<file path="src/rtl/joystick_input.sv">
// rtl/joystick_input.sv - button synchroniser, debouncer and frame-locked direction request
//
// Purpose:
//   Conditions the four board buttons for the drawing logic. Each raw button
//   passes through a two-flop synchroniser and then a debouncer that has its
//   own counter. The debounced levels produce one-cycle press pulses. A press
//   is held as a pending direction request, and that request is committed to
//   `dir` only on the frame strobe, so the direction never changes mid-frame.
//
// Optional feature:
//   JOYSTICK_DEBOUNCE_BYPASS_EN - when defined, the debounce counters are
//   removed and the stable state follows the synchroniser every cycle
//   (simulation builds only). Leave it undefined for synthesis.
//
// Ports:
//   vga_pix_clk  in   1  pixel clock; all logic on its rising edge
//   CPU_RESETN   in   1  synchronous active-low reset
//   BTNU/D/L/R   in   1  raw buttons, asynchronous to vga_pix_clk
//   frame_stb    in   1  one-cycle start-of-frame strobe
//   btn_level    out  4  debounced levels {U,D,L,R}
//   btn_press    out  4  one-cycle rising-edge pulses, same order
//   dir          out  2  committed direction 0=RIGHT 1=UP 2=LEFT 3=DOWN
//   dir_valid    out  1  set once any direction has been committed
//   dir_changed  out  1  one-cycle pulse after a commit that changed dir

module joystick_input #(
  parameter int DEBOUNCE_CYCLES = 250000,
  parameter int CNT_W           = $clog2(DEBOUNCE_CYCLES)
) (
  input  logic       vga_pix_clk,
  input  logic       CPU_RESETN,
  input  logic       BTNU,
  input  logic       BTND,
  input  logic       BTNL,
  input  logic       BTNR,
  input  logic       frame_stb,
  output logic [3:0] btn_level,
  output logic [3:0] btn_press,
  output logic [1:0] dir,
  output logic       dir_valid,
  output logic       dir_changed
);

  logic [3:0] w_raw;
  logic [3:0] r_sync1;
  logic [3:0] r_sync2;
  logic [3:0] r_stable;
  logic [3:0] r_level_q;
  logic [3:0] w_press;
  logic [1:0] r_pend_dir;
  logic       r_pend_valid;
  logic [1:0] r_dir;
  logic       r_dir_valid;
  logic       r_dir_changed;
  logic       w_any_press;
  logic       w_commit;
  logic [1:0] w_press_dir;
  logic [1:0] w_new_dir;

  assign w_raw = {BTNU, BTND, BTNL, BTNR};

  // Priority U > D > L > R when several presses land in the same cycle.
  function automatic logic [1:0] enc_dir(input logic [3:0] p);
    if (p[3])      enc_dir = 2'd1;
    else if (p[2]) enc_dir = 2'd3;
    else if (p[1]) enc_dir = 2'd2;
    else           enc_dir = 2'd0;
  endfunction

  always_ff @(posedge vga_pix_clk) begin
    if (!CPU_RESETN) begin
      r_sync1   <= '0;
      r_sync2   <= '0;
      r_level_q <= '0;
    end else begin
      r_sync1   <= w_raw;
      r_sync2   <= r_sync1;
      r_level_q <= r_stable;
    end
  end

`ifdef JOYSTICK_DEBOUNCE_BYPASS_EN
  always_ff @(posedge vga_pix_clk) begin
    if (!CPU_RESETN) r_stable <= '0;
    else             r_stable <= r_sync2;
  end
`else
  localparam logic [CNT_W-1:0] CNT_MAX = CNT_W'(DEBOUNCE_CYCLES - 1);

  logic [CNT_W-1:0] r_cnt [4];

  // The counter only advances while the synchronised input disagrees with
  // the stable state. Any cycle of agreement restarts it, so only an
  // unbroken run of DEBOUNCE_CYCLES mismatching cycles flips the state.
  always_ff @(posedge vga_pix_clk) begin
    if (!CPU_RESETN) begin
      r_stable <= '0;
      for (int i = 0; i < 4; i++) r_cnt[i] <= '0;
    end else begin
      for (int i = 0; i < 4; i++) begin
        if (r_sync2[i] == r_stable[i]) begin
          r_cnt[i] <= '0;
        end else if (r_cnt[i] == CNT_MAX) begin
          r_stable[i] <= r_sync2[i];
          r_cnt[i]    <= '0;
        end else begin
          r_cnt[i] <= r_cnt[i] + 1'b1;
        end
      end
    end
  end
`endif

  assign w_press     = r_stable & ~r_level_q;
  assign w_any_press = |w_press;
  assign w_press_dir = enc_dir(w_press);
  // A press in the strobe cycle is newer than anything pending, so it wins.
  assign w_new_dir   = w_any_press ? w_press_dir : r_pend_dir;
  assign w_commit    = frame_stb & (w_any_press | r_pend_valid);

  always_ff @(posedge vga_pix_clk) begin
    if (!CPU_RESETN) begin
      r_pend_dir    <= 2'd0;
      r_pend_valid  <= 1'b0;
      r_dir         <= 2'd0;
      r_dir_valid   <= 1'b0;
      r_dir_changed <= 1'b0;
    end else begin
      r_dir_changed <= 1'b0;
      if (w_commit) begin
        r_dir         <= w_new_dir;
        r_dir_valid   <= 1'b1;
        r_pend_valid  <= 1'b0;
        r_dir_changed <= (w_new_dir != r_dir);
      end else if (w_any_press) begin
        r_pend_dir   <= w_press_dir;
        r_pend_valid <= 1'b1;
      end
    end
  end

  assign btn_level   = r_stable;
  assign btn_press   = w_press;
  assign dir         = r_dir;
  assign dir_valid   = r_dir_valid;
  assign dir_changed = r_dir_changed;

endmodule

</file>
<file path="config.mk">
export PLATFORM = sky130hd
export DESIGN_NAME = joystick_input
export DESIGN_NICKNAME = d
export VERILOG_FILES = /design/src/rtl/joystick_input.sv
export SDC_FILE = /design/constraint.sdc
export NUM_CORES = 1
export LEC_CHECK = 0
export CORE_MARGIN = 2
export CORE_UTILIZATION = 65
export DETAILED_ROUTE_END_ITERATION = 16
export PLACE_DENSITY = 0.83
export SETUP_SLACK_MARGIN = 0.2
export SYNTH_ARGS = -nofsm -noshare
export SYNTH_HDL_FRONTEND = slang
export SYNTH_SLANG_ARGS = --single-unit
</file>
<file path="constraint.sdc">
create_clock -name vga_pix_clk -period 2.9 [get_ports vga_pix_clk]
set_clock_uncertainty 0.05 [all_clocks]
set_input_delay 0.29 -clock vga_pix_clk [delete_from_list [all_inputs] [get_ports vga_pix_clk]]
set_output_delay 0.29 -clock vga_pix_clk [all_outputs]
set_load 0.01 [all_outputs]
</file>
# Yosys cells after proc, flatten, opt, wreduce, memory -nomap -nowiden

Memory sizes are Yosys's and may differ from the RTL's.
Index checks and enable logic that the tools add are counted.

Register bits after elaboration: 23
RAM bits: 72
Output and inout port bits: 12
Word-level logic and storage cells: 115
Memories kept: 1

Memories:

| name  | depth | bits a word | read ports | clocked after Yosys merged registers in | wr ports | RTL line | text |
|---|---|---|---|---|---|---|---|
| r_cnt | 4     | 18          | 4          | 0                                       | 4        | 90       | `logic [CNT_W-1:0] r_cnt [4];` |

$add $sub $neg: 4
Equal/unequal tests: 9
Multiplexer cells: 61
Bitwise operators: 21
Reduce and logical (&&, ||, !) cells: 7

Operators with widths:

| operator                | count |
|---|---|
| $mux W18                | 12 |
| $add A18 B1 Y18 const B | 4 |
| $eq A18 B18 Y1 const B  | 4 |
| $mux W1                 | 45 |
| $or A1 B1 Y1            | 13 |
| $reduce_and A2 Y1       | 5 |
| $mux W2                 | 4 |
| $not A1 Y1              | 5 |
| $and A4 B4 Y4           | 1 |
| $eq A1 B1 Y1            | 4 |
| $not A4 Y4              | 1 |
| $reduce_or A4 Y1        | 1 |
| $ne A2 B2 Y1            | 1 |
| $reduce_or A2 Y1        | 1 |
| $and A1 B1 Y1           | 1 |

# Depth between registers and ports, before layout

Gate-level depths: netlist of the first run.

Word-level depth: 7
Mapped depth: 7

# Worst setup path after synthesis of the first run

Ideal clock, no wire load.

Path type: flip-flop to flip-flop
Start: mem r_cnt[1][8] (netlist bit)
End: mem r_cnt[1][10] (netlist bit), data pin
Data arrival time: 1.552 ns
Required time: 2.596 ns
Slack: 1.043 ns
Cell stages (with the launch flop): 8
Clock period less this slack: 1.857 ns
Path through: edfxtp_1 nor4b_1 nand2_1 nor4_2 or2_1 buf_6 buf_6 nor2_1

RTL lines:

| what        | RTL line |
|---|---|
| from (decl) | 90 |

==> metrics, run 1 <==
Area Overhead vs Synth 14.9%; start point of the worst hold path r_sync1[3]$_SDFF_PN0_; I/O pins 19; number of core rows 31; Post-Layout Cell Count 634; setup bufs post-CTS 0; total iterations of the first detailed-routing run 6; initial drt markers 224; die area 0.00793 mm2; power share of the sequential group 59.8%; number of levels the H-tree was split into 3; TritonCTS sink count 95; net switching component of the power 545 uW; final antenna diode count 0; worst path bufs/invs 0; number of nets in the final layout 541; result of the run completed; wire length of the first global-routing pass 13.0 mm; DR vias 3,210; clock insertion delay at the later pin of the skew report 0.36 ns; Clock Root Buffer clkbuf_8; Final Max Slew Viols 0; final design instance area without fill 0.00540 mm2; Worst EP required 2.93 ns; reg-to-reg startpoint r_cnt[1][6]$_SDFFCE_PN0P_; clock group share of total power 36.2%; maximum single-stage delay on the critical path 0.51 ns; final setup violating endpoints 0; switching fraction of total power 20.9%; Worst slew margin 60.7%; Die Width 89.0 um; most area-hungry cell type in the Yosys netlist edfxtp_1; critical path peak fanout 17; setup repair after global routing missed its margin no; time the worst path needs with I/O delays and setup 2.34 ns; Critical Path End Type flop; critical path class flop to flop; per-instance average area after synthesis 10.6 um2; class of the most critical hold timing path flop to flop; number of standard cells after synthesis 442; R2R Path End r_cnt[1][6]$_SDFFCE_PN0P_; synthesized area 0.00470 mm2; Top Family by Delay on Critical Path simple AND/OR/NAND/NOR gates; main area contributors after synthesis edfxtp_1, dfxtp_1, xor2_1; placed cell areas 0.00519 mm2; number of design rule violations left after detail routing 0; power per cell area 483 mW/mm2; # Max-Cap Violations 0; count of buffers inserted at the top-level ports 18; Starting Density 65.9%; overflow left after global routing 0; Detail Route Antenna Nets 0; total internal power 2060 uW; gp weighted congestion 0.820; FMAX 427 MHz; Die H 89.0 um; Detailed Route WL 8.04 mm; placeable core region 0.00714 mm2; layout cell share with drive strength beyond 1 3.74%; cts bufs inserted 9; count of cell types in the netlist 38; final hold slack 0.394 ns; placed instance count 618; r2r worst-path depth 5; part of the power in combinational logic 4.0%; Hold Path Depth 1; cts hold-fix bufs 0; number of inserted filler cells in the final layout 529; total number of yosys warnings 0; CTS tree built; minimum setup slack among reg-to-reg paths 0.56 ns; setup_tns 0 ns; sum of net half-perimeters after detailed placement 5.69 mm; chain of cells forming the critical path nor4b_1 -> nand2_1 -> nor4_2 -> or2_1 -> nor2_1; count of cells resized by post-cts repair 0; antenna violations before repair 0; CTS clock-pin slew for the worst setup and hold paths 0.08 ns; vias in the first global route 2,970; Seq cells post-synth 95; Data arrival, critical path 2.38 ns; maximum number of pins on one net before global-route repair 18; Seq/Total Area, Yosys 55.8%; share of the clock period used by the worst path 80.8%; IR Drop Worst-Case VDD 0.000262 V; crit start category flop; Leakage Power 0.00200 uW; maximum number of buffers from clock root to sink 2; final-report hold violation count 0; DR vias/cell 5.06; detailed-route wire length per cell 12.7 um; portion of synthesized cell area occupied by the leading cell type 46.0%; worst-path cell with the longest stage delay or2_1; all-layer global routing usage 21.4%; hold path endpoint r_sync2[3]$_SDFF_PN0_; Tightest Pin Transition 0.584 ns
## synth_stat cells
library cell / number
nor4_2: 1
ha_1: 4
buf_12: 1
or4_1: 1
dfxtp_1: 23
nor2b_1: 7
nor4_1: 4
xnor2_1: 30
nand3_1: 28
mux2i_1: 6
nand2b_1: 3
edfxtp_1: 72
and4_1: 2
and3b_1: 1
or3_1: 1
nor3_1: 7
and2_1: 15
o211a_1: 1
a31oi_1: 2
inv_1: 11
or2_1: 3
nand2_1: 32
nor2_1: 92
or2_2: 2
clkbuf_1: 5
buf_2: 4
nor4b_1: 5
o31ai_4: 1
nand4_1: 17
nand3b_1: 1
xor2_1: 40
buf_6: 3
a21boi_0: 1
nor3_2: 1
a21oi_1: 1
conb_1: 1
and3_1: 12
nand4_2: 1
## power groups by stage
stage | Sequential [uW] | Clock [uW] | Combinational [uW]
5_1_grt | 1560 | 1010 | 121
4_1_cts | 1560 | 958 | 102
3_5_place_dp | 1590 | 0 | 100
6_report | 1560 | 943 | 105
3_3_place_gp | 1580 | 0 | 98.2
2_1_floorplan | 1580 | 0 | 84.9
## sequential cells by signal, indices dropped and copies added, names as in the netlist
register and cells:
btn_level 4, dir 2, dir_changed 1, dir_valid 1, r_cnt 72, r_level_q 4
r_pend_dir 2, r_pend_valid 1, r_sync1 4, r_sync2 4
## cell families (layout without fill, tap and decap cells)
logic type	after synthesis	after routing	synth area share, %
xor+xnor	70	70	13.0
flops	95	95	55.8
compound gates	6	6	1.20
buf+inv	24	46	2.85
other cells	1	72	0.0798
simple gates	236	236	24.7
mux	6	6	1.28
fa+ha+maj	4	4	1.06
## how the worst max path moves through the flow
stage,from,cells past startpoint,end
2_1_floorplan,r_cnt[1][8]$_SDFFCE_PN0P_,7,r_cnt[1][10]$_SDFFCE_PN0P_
3_3_place_gp,r_cnt[1][8]$_SDFFCE_PN0P_,5,r_cnt[1][15]$_SDFFCE_PN0P_
3_5_place_dp,r_cnt[1][6]$_SDFFCE_PN0P_,5,r_cnt[1][13]$_SDFFCE_PN0P_
4_1_cts,r_cnt[1][6]$_SDFFCE_PN0P_,5,r_cnt[1][6]$_SDFFCE_PN0P_
5_1_grt,r_cnt[1][5]$_SDFFCE_PN0P_,5,r_cnt[1][13]$_SDFFCE_PN0P_
6_report,r_cnt[1][6]$_SDFFCE_PN0P_,5,r_cnt[1][6]$_SDFFCE_PN0P_
## layout make-up
cell class              instances  area [um2]  area share (%)
repair buffers                 19         188            3.48
well taps                      99         124            2.29
flip-flops and latches         95        2620            48.6
multi-input cells             394        2210            40.9
inverters                      11        41.3           0.765
clock inverters                 4        68.8            1.27
clock buffers                  12         145            2.69
## stage by stage
step                      power [uW]  setup WS, ns  util, %
after floorplan                 1660          1.04        -
after global placement          1680         0.778     72.7
after detailed placement        1690         0.679     72.7
after CTS                       2620         0.559     75.7
after global routing            2690         0.447     75.7
final                           2610         0.556     75.7
## per-layer routing
layer | wire (um) | vias to the layer above | global-route usage [%]
met5 | 0 | - | 0
met4 | 141 | 0 | 9.77
met3 | 300 | 13 | 3.14
met2 | 4010 | 60 | 35.1
met1 | 3590 | 1514 | 28.3
li1 | - | 1623 | -
## placed cells by master (no fill, tap or decap), types with 2 or more instances in the layout
cell             count
nor2_1              92
edfxtp_1            72
conb_1              72
xor2_1              40
nand2_1             32
xnor2_1             30
nand3_1             28
dfxtp_1             23
clkdlybuf4s50_1     18
nand4_1             17
and2_1              15
and3_1              12
inv_1               11
clkbuf_8            10
nor2b_1              7
nor3_1               7
mux2i_1              6
nor4b_1              5
nor4_1               4
ha_1                 4
nand2b_1             3
or2_1                3
or2_2                2
and4_1               2
a31oi_1              2
clkbuf_1             2
bufinv_16            2
Note: power is estimated with default switching activity, not from simulation.
==> inputs of run 2 (changes only) <==
--- a/config.mk
+++ b/config.mk
@@ -6,9 +6,9 @@
 export NUM_CORES = 1
 export LEC_CHECK = 0
 export CORE_MARGIN = 2
-export CORE_UTILIZATION = 65
+export CORE_UTILIZATION = 55
 export DETAILED_ROUTE_END_ITERATION = 16
-export PLACE_DENSITY = 0.83
+export PLACE_DENSITY = 0.75
 export SETUP_SLACK_MARGIN = 0.2
 export SYNTH_ARGS = -nofsm -noshare
 export SYNTH_HDL_FRONTEND = slang
==> constraint.sdc (replaced) <==
create_clock -name vga_pix_clk -period 2.14 [get_ports vga_pix_clk]
set_clock_uncertainty 0.05 [all_clocks]
set_input_delay 0.214 -clock vga_pix_clk [delete_from_list [all_inputs] [get_ports vga_pix_clk]]
set_output_delay 0.214 -clock vga_pix_clk [all_outputs]
set_load 0.01 [all_outputs]
==> run 2 against run 1 <==
Compared with the run above:
- total power up 32%
- non-clock buffer count is 19 higher
- first-iteration DRC count shrank 38%
- via count up 0.87%
- sequential share of layout area is 1.5 points lower
- global-route usage shrank 3.5 points
- sequential power up 35%
- combinational power increased by 54%
- register-to-register slack worse by 0.33 ns
- final cell count grew 3.9%
- worst hold slack lost 0.011 ns
==> metrics, run 2 (same netlist as run 1, synthesis figures left out) <==
worst path bufs/invs 1 (+1); Clock Root Buffer clkbuf_8; I/O pins 19 (unchanged); power per cell area 619 mW/mm2 (+28%); Detailed Route WL 7.90 mm (-1.8%); vias in the first global route 2,969 (-0.034%); Data arrival, critical path 1.98 ns (-0.40 ns); TritonCTS sink count 95 (unchanged); final-report hold violation count 0 (unchanged); CTS clock-pin slew for the worst setup and hold paths 0.10 ns (+0.02 ns); placeable core region 0.00826 mm2 (+16%); cts bufs inserted 9 (unchanged); layout cell share with drive strength beyond 1 8.66% (+4.9 points); result of the run completed; maximum single-stage delay on the critical path 0.56 ns (+0.05 ns); Hold Path Depth 2 (+1); Final Max Slew Viols 0 (unchanged); number of levels the H-tree was split into 3 (unchanged); number of design rule violations left after detail routing 0 (unchanged); r2r worst-path depth 5 (unchanged); maximum number of buffers from clock root to sink 2 (unchanged); DR vias 3,238 (+0.87%); largest register by flop count r_cnt; overflow left after global routing 0 (unchanged); Top Family by Delay on Critical Path simple AND/OR/NAND/NOR gates; final setup violating endpoints 0 (unchanged); final antenna diode count 0 (unchanged); DR vias/cell 4.91 (-3.0%); antenna violations before repair 0 (unchanged); CTS tree built; class of the most critical hold timing path input pin to flop; commonest cells after routing, fill and taps aside nor2_1, edfxtp_1, conb_1; Die Width 96.5 um (+8.3%); Starting Density 56.9% (-8.9 points); critical path peak fanout 17 (unchanged); critical path depth 5 (unchanged); critical path class flop to flop; most common cell after layout, fill and taps aside nor2_1; placement-stage worst setup slack 0.196 ns (-0.483 ns); initial drt markers 138 (-38%); FMAX 523 MHz (+23%); detailed-route wire length per cell 12.0 um (-5.5%); number of core rows 33 (+6.5%); total iterations of the first detailed-routing run 5 (-1); wire length of the first global-routing pass 12.9 mm (-1.3%); count of buffers inserted at the top-level ports 18 (unchanged); worst-path cell with the longest stage delay or4_1; all-layer global routing usage 17.9% (-3.5 points); Leakage Power 0.00209 uW (+4.4%); time the worst path needs with I/O delays and setup 1.91 ns (-0.434 ns); number of nets in the final layout 560 (+3.5%); clock insertion delay at the later pin of the skew report 0.36 ns (about the same); maximum number of pins on one net before global-route repair 18 (unchanged); sum of net half-perimeters after detailed placement 5.58 mm (-1.8%); Critical Path End Type flop; number of flip-flops in the largest register 72 (unchanged); die area 0.00930 mm2 (+17%); Area Overhead vs Synth 18.6%; Detail Route Antenna Nets 0 (unchanged); # Max-Cap Violations 0 (unchanged); setup_tns 0 ns (unchanged); gp weighted congestion 0.789 (-3.8%); crit start category flop; share of the clock period used by the worst path 89.3% (+8.4 points); Worst EP required 2.21 ns (-0.72 ns); setup repair after global routing missed its margin yes; Die H 96.5 um (+8.3%); IR Drop Worst-Case VDD 0.000442 V (+68%); worst setup margin 0.229 ns (-0.326 ns); chain of cells forming the critical path or4_1 -> nor3_2 -> or2_1 -> buf_6 -> nor2_1
==> run 2: cell types whose count changed in the layout (fill, tap and decap cells not counted), moves of 2 or more <==
cell	change
or2_4	+2
clkinvlp_4	+2
buf_4	+18
or2_2	-2
nor4b_2	+2
clkbuf_1	-2
inv_6	+2
nor4b_1	-2
nor3_1	-3
nor3_2	+3
==> run 2: final cells by class <==
type	instances	area [um2]
inverter	11	41.3
clock inverter	7	71.3
multi-input combinational	394	2250
timing repair buffer	38	334
clock buffer	9	124
tap	105	131
sequential	95	2620
fill	683	2680
==> run 2: where the power goes <==
group | total, uW | switching (uW) | internal (uW)
Clock | 1180 | 637 | 543
Combinational | 162 | 85.0 | 76.5
Sequential | 2110 | 63.8 | 2040
==> run 2: through the flow <==
step | area [um2] | hold WS [ns] | utilization, % | total power (uW) | cells
after floorplan | 4970 | 0.236 | - | 2250 | 513
after global placement | 5280 | 0.364 | 63.9 | 2290 | 635
after detailed placement | 5280 | 0.370 | 63.9 | 2290 | 635
after CTS | 5480 | 0.371 | 66.3 | 3460 | 651
after global routing | 5580 | 0.382 | 67.5 | 3580 | 659
final | 5580 | 0.383 | 67.5 | 3450 | 659
==> run 2: path summary, 6_finish.rpt <==
check,to,from,slack (ns)
max reg2reg,r_cnt[3][9]$_SDFFCE_PN0P_,r_cnt[3][5]$_SDFFCE_PN0P_,0.23
min,r_sync1[0]$_SDFF_PN0_,BTNR,0.38
max,r_cnt[3][9]$_SDFFCE_PN0P_,r_cnt[3][5]$_SDFFCE_PN0P_,0.23
min reg2reg,r_sync2[3]$_SDFF_PN0_,r_sync1[3]$_SDFF_PN0_,0.39
==> run 2: per-layer routing <==
| layer | routed length [um] | GRT usage (%) | up-vias |
|---|---|---|---|
| met5 | 0 | 0 | - |
| met4 | 119 | 7.51 | 0 |
| met3 | 210 | 3.26 | 10 |
| met2 | 3740 | 29.9 | 44 |
| met1 | 3830 | 23.0 | 1523 |
| li1 | - | - | 1661 |
==> run 2: timing repair <==
action	4_1_cts	5_1_grt
pin swaps	0	2
hold buffers	0	0
setup buffers	0	8
resized for setup	1	9
setup endpoints to repair	10	69
